File: config.mk
export PLATFORM = sky130hd
export DESIGN_NAME = ifu_fetch
export DESIGN_NICKNAME = d
export VERILOG_FILES = /design/src/rtl/ifu_fetch.sv
export SDC_FILE = /design/constraint.sdc
export NUM_CORES = 1
export LEC_CHECK = 0
export ABC_AREA = 1
export CORE_MARGIN = 2
export CORE_UTILIZATION = 65
export DETAILED_ROUTE_END_ITERATION = 12
export DONT_BUFFER_PORTS = 1
export GPL_ROUTABILITY_DRIVEN = 0
export PLACE_DENSITY_LB_ADDON = 0.2
export SETUP_SLACK_MARGIN = 0.3
export SLEW_MARGIN = 20
export SYNTH_ARGS = -nofsm -noshare
export SYNTH_HDL_FRONTEND = slang
export SYNTH_SLANG_ARGS = --single-unit
File: constraint.sdc
create_clock -name clk -period 5.1 [get_ports clk]
set_clock_uncertainty 0.1 [all_clocks]
set_input_delay 1.02 -clock clk [delete_from_list [all_inputs] [get_ports clk]]
set_output_delay 1.02 -clock clk [all_outputs]
set_load 0.005 [all_outputs]
File: src/rtl/ifu_fetch.sv
// -----------------------------------------------------------------------------
// ifu_fetch
//   IFU fetch-control stage. Owns the architectural PC and issues one
//   instruction read at a time on an AXI-lite-style AR/R channel. The fetched
//   {inst, pc} pair is offered to decode over a valid/ready handshake. On each
//   handoff the next PC is taken from the PC-select mux, which is fed by pc_o.
//   A flush redirects fetch. A read that is already in flight is allowed to
//   complete, and its data is dropped.
//
// Ports
//   clk, rst                  clock (rising edge); async reset, active-low
//   next_pc_i                 next PC from the PC-select mux
//   flush_i, flush_pc_i       redirect pulse and its target
//   pc_o                      architectural PC register
//   araddr_o/arvalid_o/arready_i                read address channel
//   rdata_i/rresp_i/rvalid_i/rready_o           read data channel
//   inst_o/inst_pc_o/inst_valid_o/inst_ready_i  decode handshake
//   fetch_err_o               inst_o is a bus error or a misaligned fetch
// -----------------------------------------------------------------------------
module ifu_fetch #(
   parameter int                 ADDR_W   = 32,
   parameter int                 DATA_W   = 32,
   parameter logic [ADDR_W-1:0]  RESET_PC = 32'h8000_0000
) (
   input  logic              clk,
   input  logic              rst,
   input  logic [ADDR_W-1:0] next_pc_i,
   input  logic              flush_i,
   input  logic [ADDR_W-1:0] flush_pc_i,
   output logic [ADDR_W-1:0] pc_o,
   output logic [ADDR_W-1:0] araddr_o,
   output logic              arvalid_o,
   input  logic              arready_i,
   input  logic [DATA_W-1:0] rdata_i,
   input  logic [1:0]        rresp_i,
   input  logic              rvalid_i,
   output logic              rready_o,
   output logic [DATA_W-1:0] inst_o,
   output logic [ADDR_W-1:0] inst_pc_o,
   output logic              inst_valid_o,
   input  logic              inst_ready_i,
   output logic              fetch_err_o
);

   typedef enum logic [1:0] {
      S_IDLE,
      S_REQ,
      S_RESP,
      S_HOLD
   } state_t;

   state_t state;
   logic   kill;   // the outstanding read belongs to a flushed path

   // A new fetch is launched from IDLE, after a killed beat drains, on a
   // decode handoff, or on a flush in HOLD. Every launch goes through the
   // same misalignment test in the register block below.
   logic              launch;
   logic [ADDR_W-1:0] launch_addr;
   logic              launch_misaligned;

   // NOTE: every combinational output gets a default before the case, so no
   // path through the block leaves it unassigned and no latch is inferred.
   always_comb begin
      launch      = 1'b0;
      launch_addr = pc_o;
      case (state)
         S_IDLE: begin
            launch      = 1'b1;
            launch_addr = flush_i ? flush_pc_i : pc_o;
         end
         S_RESP: begin
            // The beat is dropped when a flush arrives with it or was already
            // pending. pc_o holds the most recent flush target.
            if (rvalid_i && (kill || flush_i)) begin
               launch      = 1'b1;
               launch_addr = flush_i ? flush_pc_i : pc_o;
            end
         end
         S_HOLD: begin
            if (flush_i) begin
               launch      = 1'b1;
               launch_addr = flush_pc_i;
            end else if (inst_ready_i) begin
               launch      = 1'b1;
               launch_addr = next_pc_i;
            end
         end
         default: ;
      endcase
   end

   assign launch_misaligned = |launch_addr[1:0];

   // NOTE: sequential state uses non-blocking assignments only. Every read
   // below sees the pre-edge value. A later assignment in this block overrides
   // an earlier one, and the launch section at the end relies on that.
   always_ff @(posedge clk or negedge rst) begin
      if (!rst) begin
         state        <= S_IDLE;
         pc_o         <= RESET_PC;
         araddr_o     <= '0;
         arvalid_o    <= 1'b0;
         rready_o     <= 1'b0;
         inst_o       <= '0;
         inst_pc_o    <= '0;
         inst_valid_o <= 1'b0;
         fetch_err_o  <= 1'b0;
         kill         <= 1'b0;
      end else begin
         // A flush always wins the PC. Otherwise the PC advances only on a
         // decode handoff.
         if (flush_i) begin
            pc_o <= flush_pc_i;
         end else if (state == S_HOLD && inst_ready_i) begin
            pc_o <= next_pc_i;
         end

         case (state)
            S_REQ: begin
               // A presented request cannot be retracted. A flush only marks
               // its response for disposal.
               if (flush_i) begin
                  kill <= 1'b1;
               end
               if (arready_i) begin
                  arvalid_o <= 1'b0;
                  rready_o  <= 1'b1;
                  state     <= S_RESP;
               end
            end
            S_RESP: begin
               if (rvalid_i) begin
                  rready_o <= 1'b0;
                  if (!kill && !flush_i) begin
                     inst_o       <= rdata_i;
                     inst_pc_o    <= araddr_o;
                     fetch_err_o  <= (rresp_i != 2'b00);
                     inst_valid_o <= 1'b1;
                     state        <= S_HOLD;
                  end
               end else if (flush_i) begin
                  kill <= 1'b1;
               end
            end
            default: ;
         endcase

         if (launch) begin
            araddr_o <= launch_addr;
            kill     <= 1'b0;
            if (launch_misaligned) begin
               // No bus request is issued. The error is reported in place of
               // an instruction.
               arvalid_o    <= 1'b0;
               inst_o       <= '0;
               inst_pc_o    <= launch_addr;
               fetch_err_o  <= 1'b1;
               inst_valid_o <= 1'b1;
               state        <= S_HOLD;
            end else begin
               arvalid_o    <= 1'b1;
               inst_valid_o <= 1'b0;
               state        <= S_REQ;
            end
         end
      end
   end

endmodule

Word level (Yosys, flattened, before mapping)
Cells that the tools add are included.

word-level totals
  flip-flop bits (word level) = 135
  bits of input ports = 104
  output and inout bits = 132
  word-level logic and storage cells = 89

cells by class
  equality and inequality tests = 9
  muxes and demuxes = 48
  reductions and logical operators = 22

operators with widths
  kind                                                             number
  32-bit two-way mux                                               16
  32-bit one-hot mux with 3 select lines                           1
  1-bit two-way mux                                                22
  2-bit nonzero test                                               8
  3-bit != test, second input constant                             4
  2-bit two-way mux                                                5
  3-bit AND reduction                                              2
  2-bit == test, second input constant                             2
  2-bit != test, second input constant                             2
  1-bit one-hot mux with 2 select lines                            2
  2-bit one-hot mux with 2 select lines                            1
  2-bit AND reduction                                              2
  4-bit AND reduction                                              1
  1-bit logical AND                                                3
  1-bit one-hot mux with 3 select lines                            1
  3-bit nonzero test                                               1
  2-bit by 1-bit == test with 1-bit output, second input constant  1
  1-bit logical NOT                                                2
  2-bit logical NOT                                                1
  2-bit OR reduction                                               1
  1-bit logical OR                                                 1

Longest topological paths before layout
Gate-level depths: netlist of the first run.

  depth in word-level cells = 7
  gate-level depth with buffers = 13
  depth with buffers taken out = 11

Least setup slack after synthesis of the first run
No wires, ideal clock.

  path type = input to register
  start point = in inst_ready_i
  end point = reg inst_o[10]
  library setup time = 120 ps
  arrival time = 2104 ps
  required time = 4880 ps
  path slack = 2776 ps
  stages on the path = 10
  buffers on the path = 2
  cells stage by stage = buf_2 -> inv_1 -> o21ai_0 -> o21ai_0 -> nand2_1 -> nand2_1 -> nand2_2 -> nand2_2 -> buf_2 -> nor2_1

on the way
  word-level cells in the longest chain between the ends = 6
  elaborated cells on any way between the ends = 9
  those cells by class = mux (8); reduce/logical (1)

ends and longest elaborated chain
  what                                    RTL line  text
  start: declaration                      41        input logic inst_ready_i,
  32-bit two-way mux                      84        end else if (inst_ready_i) begin
  32-bit two-way mux                      81        if (flush_i) begin
  32-bit one-hot mux with 3 select lines  67        case (state)
  2-bit OR reduction                      93        assign launch_misaligned = |launch_addr[1:0];
  32-bit two-way mux                      152       if (launch_misaligned) begin
  32-bit two-way mux *                    149       if (launch) begin
  end signal: assignment                  136       inst_o <= rdata_i;
  end: declaration                        38        output logic [DATA_W-1:0] inst_o,

Every way passes the cells marked *; elsewhere a longest branch is shown, timed or not.
A chain may end at the register's enable or synchronous reset.

Worst setup path after layout of the first run
  start point = in flush_i
  end point = reg inst_pc_o[27]

on the way
  word-level cells in the longest chain between the ends = 7
  elaborated cells on any way between the ends = 17
  those cells by class = mux (12); reduce/logical (5)

ends and longest elaborated chain
  what                                                                                 RTL line  text
  start: declaration                                                                   28        input logic flush_i,
  1-bit logical OR / 1-bit logical NOT (equally long branches)                         75, 135
  1-bit logical AND (on tied branches)                                                 75, 135
  32-bit two-way mux (on tied branches)                                                75, 135
  32-bit one-hot mux with 3 select lines / 32-bit two-way mux (equally long branches)  67, 133
  2-bit OR reduction / 32-bit two-way mux (equally long branches)                      93, 119
  32-bit two-way mux                                                                   152
  32-bit two-way mux *                                                                 149
  end signal: assignment                                                               137       inst_pc_o <= araddr_o;
  end signal: assignment                                                               157       inst_pc_o <= launch_addr;
  end: declaration                                                                     39        output logic [ADDR_W-1:0] inst_pc_o,

Marks and branches as above.

==> results.ini, run 1 <==
[status]
status = completed

[final_layout]
drive_above_1_share_pct = 4.56
utilization_pct = 70.4
n_fill_cell = 1000
finalNetCount = 1276
area_growth_pct = 6.02
diodes = 0

[sta]
fin_ws_ns = 1.78
finalCritPeriodShare_pct = 65.2
hold_viol_final = 0
fmax_ghz = 0.301
worstMarginPinSlew_ns = 0.999
finalSetupViolCount = 0
fin_crit_ns = 3.32
setup_tns_ns = 0
maxSlewHeadroom_pct = 33.4
drv_slew = 0
rsz0062_at_grt = false

[logic_synthesis]
netlist_top_cells_area = dfrtp_1 42%, nand2_1 27%, o21ai_0 8.4%
synth-seq-cells = 135
syn-instance-count = 1220
yosysMostFrequentCell = nand2_1
synth.yosys.warnings = 0
synth_edf_count = 0
synthFlopType = dfrtp_1
synth_top_area_share_pct = 42.2
synth.avg_cell_area_um2 = 6.51
syn_nets = 1324
synth_commonest_cells = 566 x nand2_1, 134 x dfrtp_1, 134 x o21ai_0
ys_seq_area_share_pct = 42.6
synth_top_cell_by_area = dfrtp_1
async_flop_share_pct = 100
yosys.cell_types.count = 23
netlist_area_um2 = 7940

[critical_path]
r2r-start = state[1]
endpoint_kind = flop
start_kind = input port
r2r_end = inst_pc_o[27]
path_class = in -> reg
worstPathRequired_ns = 5.30
cp_top_family = simple AND/OR/NAND/NOR gates
crit_fanout = 68
reg2reg_slack_ns = 1.79
worst-path-buf-inv = 2
crit_top_cell = nand2_1
cp.arrival_ns = 3.52
critPathMaxStageDelay_ns = 0.65
crit_path_cell_trace = o21ai_1, nand2_1, nand2_1, nor2_4, buf_4, nand2_2, buf_4, nand2_4, nand2_1, nand2_1
slowest_stage = o21ai_1
rr_worst_depth = 11

[route]
first_pass_iters = 5
drc = 0
ant_nets = 0
routed_via_density = 5.68
vias = 7565
wl_mm = 21.3
drt_iter0_markers = 788
routedWlPerCell_um = 16.0

[clock_tree]
clock-sinks = 135
htreeDepth = 4
cts_resized = 0
clk_pin_slew_ns = 0.06
clk_latency_ns = 0.42
postCtsHoldBufs = 0
cts_setup_buffers = 0
clockBufferDepth = 2
cts_root_buffer = clkbuf_16
numCtsBuffers = 17
cts_tree = yes

[floorplan]
ios = 236
die_w_um = 115
rows = 40
core_um2 = 12000
fp.dieArea_um2 = 13100
start_util_pct = 66.4
die_y_um = 115

[grt]
grt_pass1_wl_mm = 34.0
antenna_found_initial = 0
grt_pass1_vias = 6741
grt-ovfl-total = 0
grt_max_degree = 136
grtUsageTotal_pct = 32.7

[pwr]
power.leakage_nw = 4.27
power_switching_w = 0.00220
p_sw_share_pct = 45.2
p_per_area_nw_per_um2 = 579
intPower_w = 0.00267
power_frac_seq_pct = 38.2
p_clk_share_pct = 23.1
combPwrFrac_pct = 38.7
total_power_w = 0.00488
vdd_ir_drop_max_mv = 0.260

[placed_design]
hpwl_mm = 13.8
dpl_worst_slack_ns = 1.02
numPortBuffers = 0

[job]
cap_violations = 0

[worst_hold_path]
min_path_type = in -> async

## layout make-up
cell class	count	area (um2)	area share, %
Timing Repair Buffer	9	67.6	0.803
Sequential cell	135	3380	40.1
Clock buffer	19	433	5.14
Tap cell	147	184	2.18
Multi-Input combinational cell	925	3930	46.7
Inverter	84	315	3.75
Clock inverter	12	105	1.25
## metal layers
layer,vias to the layer above,part of all wire (%),GRT usage (%)
met5,-,0,0
met2,361,46,49.3
met3,35,11,10.0
met1,3410,42,45.2
met4,0,1.8,11.5
li1,3759,-,-
## layout by cell type, fill, tap and decap left out
cell type / netlist / layout
or2_0: 1 / 1
o21ai_1: 4 / 4
o21ai_4: 0 / 1
a21boi_0: 2 / 2
clkinv_2: 0 / 5
nand4_1: 32 / 32
clkinvlp_4: 0 / 2
buf_4: 4 / 9
a21oi_1: 3 / 3
dfrtp_1: 134 / 134
o21ai_0: 134 / 134
nor2_2: 1 / 3
nand2_4: 0 / 1
dfstp_2: 1 / 1
nand3_1: 37 / 37
clkbuf_16: 0 / 17
nand2_2: 3 / 3
inv_6: 0 / 1
nor2_1: 102 / 100
a31oi_1: 32 / 32
clkinv_4: 0 / 3
nand2_1: 566 / 565
bufinv_16: 0 / 1
nor2_4: 2 / 2
clkbuf_1: 45 / 2
inv_2: 5 / 5
o211ai_1: 5 / 5
inv_1: 79 / 79
## through the flow
step | instances | hold WS, ns | cell area (um2)
after floorplan | 1220 | 0.379 | 7940
after global placement | 1300 | 0.420 | 7880
after detailed placement | 1300 | 0.425 | 7880
after CTS | 1331 | 0.184 | 8410
after global routing | 1331 | 0.178 | 8420
final | 1331 | 0.194 | 8420
## power by group through the flow
stage                     clock [W]  combinational [W]  sequential (W)
after floorplan                   0            0.00151         0.00173
after global placement            0            0.00181         0.00187
after detailed placement          0            0.00186         0.00188
after CTS                   0.00114            0.00188         0.00186
after global routing        0.00118            0.00217         0.00190
final                       0.00113            0.00189         0.00186
## how the worst max path moves through the flow
stage,from,end,slack (ns),depth (start not counted)
detailed placement,flush_i,inst_pc_o[27],1.02,10
floorplan,inst_ready_i,inst_o[10],2.78,10
global placement,flush_i,inst_pc_o[21],1.16,10
CTS,flush_i,inst_pc_o[27],1.44,10
global route,flush_i,inst_pc_o[27],1.50,10
finish,flush_i,inst_pc_o[27],1.78,10
## flip-flops by register name, indices dropped and copies added, names as in the netlist
| register | count |
|---|---|
| inst_valid_o | 1 |
| pc_o | 32 |
| araddr_o | 32 |
| kill | 1 |
| state | 2 |
| fetch_err_o | 1 |
| rready_o | 1 |
| arvalid_o | 1 |
| inst_pc_o | 32 |
| inst_o | 32 |
## worst reg2reg max path: stages (launching register included)
cell and delay (ns):
dfrtp_1 0.47, inv_2 0.10, nor2_4 0.66, nand2_1 0.12
nand2_1 0.15, nor2_4 0.05, buf_4 0.26, nand2_2 0.13
buf_4 0.39, nand2_4 0.48, nand2_1 0.21, nand2_1 0.08
## cell families (layout without fill, tap and decap cells)
kind of cell	after synthesis	after routing	synth area share (%)
AND/OR/NAND/NOR	744	744	37.1
AO/OA/AOI/OAI	181	181	12.2
buffers and inverters	160	124	8.15
flip-flops	135	135	42.6
Note: power is estimated with default switching activity, not from simulation.
==> inputs of run 2 (changes only) <==
--- a/config.mk
+++ b/config.mk
@@ -5,9 +5,9 @@
 export SDC_FILE = /design/constraint.sdc
 export NUM_CORES = 1
 export LEC_CHECK = 0
-export ABC_AREA = 1
+export ABC_AREA = 0
 export CORE_MARGIN = 2
-export CORE_UTILIZATION = 65
+export CORE_UTILIZATION = 58
 export DETAILED_ROUTE_END_ITERATION = 12
 export DONT_BUFFER_PORTS = 1
 export GPL_ROUTABILITY_DRIVEN = 0
==> constraint.sdc (replaced) <==
create_clock -name clk -period 2.8 [get_ports clk]
set_clock_uncertainty 0.1 [all_clocks]
set_input_delay 0.56 -clock clk [delete_from_list [all_inputs] [get_ports clk]]
set_output_delay 0.56 -clock clk [all_outputs]
set_load 0.005 [all_outputs]
==> run 2 against run 1 <==
Compared with the run above: the run now ends with hold timing left; combinational power rose by 100%; worst setup slack got worse by 1.3 ns; sequential power rose by 90%; synthesized cell count decreased by 28%; global-route usage is 2.2 points lower; largest cell class unchanged.
==> results.ini, run 2 <==
[placed_design]
numPortBuffers = 0
hpwl_mm = 14.7
postPlaceCellArea_um2 = 7910

[route]
vias = 6674
routedWlPerCell_um = 21.8
drt_iter0_markers = 612
routed_via_density = 6.51
wl_mm = 22.3
drc = 0
ant_nets = 0
first_pass_iters = 6

[grt]
grtUsageTotal_pct = 30.6
grt-ovfl-total = 0
grt_pass1_wl_mm = 34.7
antenna_found_initial = 0
grt_max_degree = 148
grt_pass1_vias = 6582

[final_layout]
final_cell_area_um2 = 8560
area_growth_pct = 8.69
finalNetCount = 940
final_cell_mix = 164 x nand2_1, 132 x dfrtp_1, 100 x mux2i_1, 98 x a21oi_1, 50 x o21ai_0
diodes = 0
mostFrequentLayoutCell = nand2_1
drive_above_1_share_pct = 8.48

[pwr]
p_per_area_nw_per_um2 = 1140
power.leakage_nw = 3.72
vdd_ir_drop_max_mv = 0.500

[sta]
fmax_ghz = 0.424
rsz0062_at_grt = false
finalSetupViolCount = 0
fin_crit_ns = 2.36
hold_ws_ns = -0.264
setup_tns_ns = 0
drv_slew = 0
maxSlewHeadroom_pct = 62.3
finalCritPeriodShare_pct = 84.3
worstMarginPinSlew_ns = 0.564
hold_viol_final = 135

[logic_synthesis]
async_flop_share_pct = 100
synth_top_cell_by_area = dfrtp_1
synth.avg_cell_area_um2 = 8.99
synth-seq-cells = 135
synth_commonest_cells = 164 x nand2_1, 134 x dfrtp_1, 100 x mux2i_1
netlist_top_cells_area = dfrtp_1 43%, mux2i_1 13%, nand2_1 7.8%
yosysMostFrequentCell = nand2_1
synthFlopType = dfrtp_1
netlist_area_um2 = 7870
syn_nets = 980
synth.yosys.warnings = 0
syn-instance-count = 876
ys_seq_area_share_pct = 42.9
synth_edf_count = 0
yosys.cell_types.count = 46
synth_top_area_share_pct = 42.6

[floorplan]
fp.dieArea_um2 = 14500
start_util_pct = 59.4
rows = 42
die_y_um = 121
core_um2 = 13200
die_w_um = 121
ios = 236

[clock_tree]
clk_pin_slew_ns = 0.06
clockBufferDepth = 2
cts_root_buffer = clkbuf_16
numCtsBuffers = 17
clk_latency_ns = 0.42
cts_tree = yes
htreeDepth = 4
clock-sinks = 135

[critical_path]
crit_fanout = 38
critPathMaxStageDelay_ns = 0.50
start_kind = flop
slowest_stage = dfrtp_2
endpoint_kind = flop
path_class = reg -> reg
crit_path_cell_trace = buf_4, and3b_1, a2bb2oi_2, o311ai_4, a21oi_4, buf_6, mux2i_1
cp.arrival_ns = 2.59
worstPathRequired_ns = 3.03

[status]
violations = hold timing
status = finished, violations left

[job]
cap_violations = 0

[worst_hold_path]
min_path_type = in -> async

==> run 2: kinds of logic after synthesis <==
kind of cell    after synthesis  synth area share [%]
compound gates              282                  23.7
simple gates                231                  12.5
flops                       135                  42.9
buf+inv                     120                  6.88
mux                         108                  13.9
==> run 2: critical path, delay by kind of cell, from the launching register on <==
kind	cells	cell delay, ns
buf+inv	2	0.60
compound gates	3	0.56
flops	1	0.50
mux	1	0.24
simple gates	1	0.23
==> run 2: repair_timing <==
action / CTS / global route
setup buffers: 0 / 0
hold endpoints to repair: 135 / 135
resized for setup: 1 / 1
setup endpoints to repair: 3 / 22
==> run 2: final timing paths <==
check                       startpoint           end  slack (ns)  cells past startpoint
max                           state[1]  inst_pc_o[5]        0.44                      7
min                                rst    inst_o[24]       -0.26                      0
max reg2reg                   state[1]  inst_pc_o[5]        0.44                      7
min reg2reg                   pc_o[31]      pc_o[31]        0.42                      2
max in group asynchronous          rst  araddr_o[17]        2.66                      0
min in group clk           rdata_i[31]    inst_o[31]        0.17                      2
==> run 2: report_power, final <==
part | internal (W) | switching, W | total, W | leakage [nW]
combinational | 0.00158 | 0.00230 | 0.00387 | 1.76
clock | 0.00152 | 0.000874 | 0.00239 | 0.299
sequential | 0.00270 | 0.000828 | 0.00353 | 1.66
==> run 2: metal layers <==
layer | GRT usage, % | routed length [um] | share of wire [%]
met2 | 51.5 | 11000 | 50
met1 | 35.3 | 8480 | 38
met4 | 13.0 | 551 | 2.5
met5 | 0 | 0 | 0
met3 | 10.8 | 2230 | 10
==> run 2: layout make-up <==
type	instances	area [um2]
fill	1103	4690
clock inverter	14	199
timing repair buffer	19	184
clock buffer	18	439
multi-input combinational	621	3980
tap	176	220
inverter	42	158
sequential	135	3380
==> run 2: per-stage QoR <==
stage	hold WS (ns)	util, %	instances	setup WS [ns]	power [W]
finish	-0.264	64.6	1025	0.441	0.00980
global route	-0.289	64.6	1025	0.320	0.0104
CTS	-0.284	64.6	1025	0.353	0.00981
detailed placement	0.167	59.8	993	0.274	0.00738
global placement	0.168	59.8	993	0.416	0.00719
floorplan	0.164	-	876	0.737	0.00635
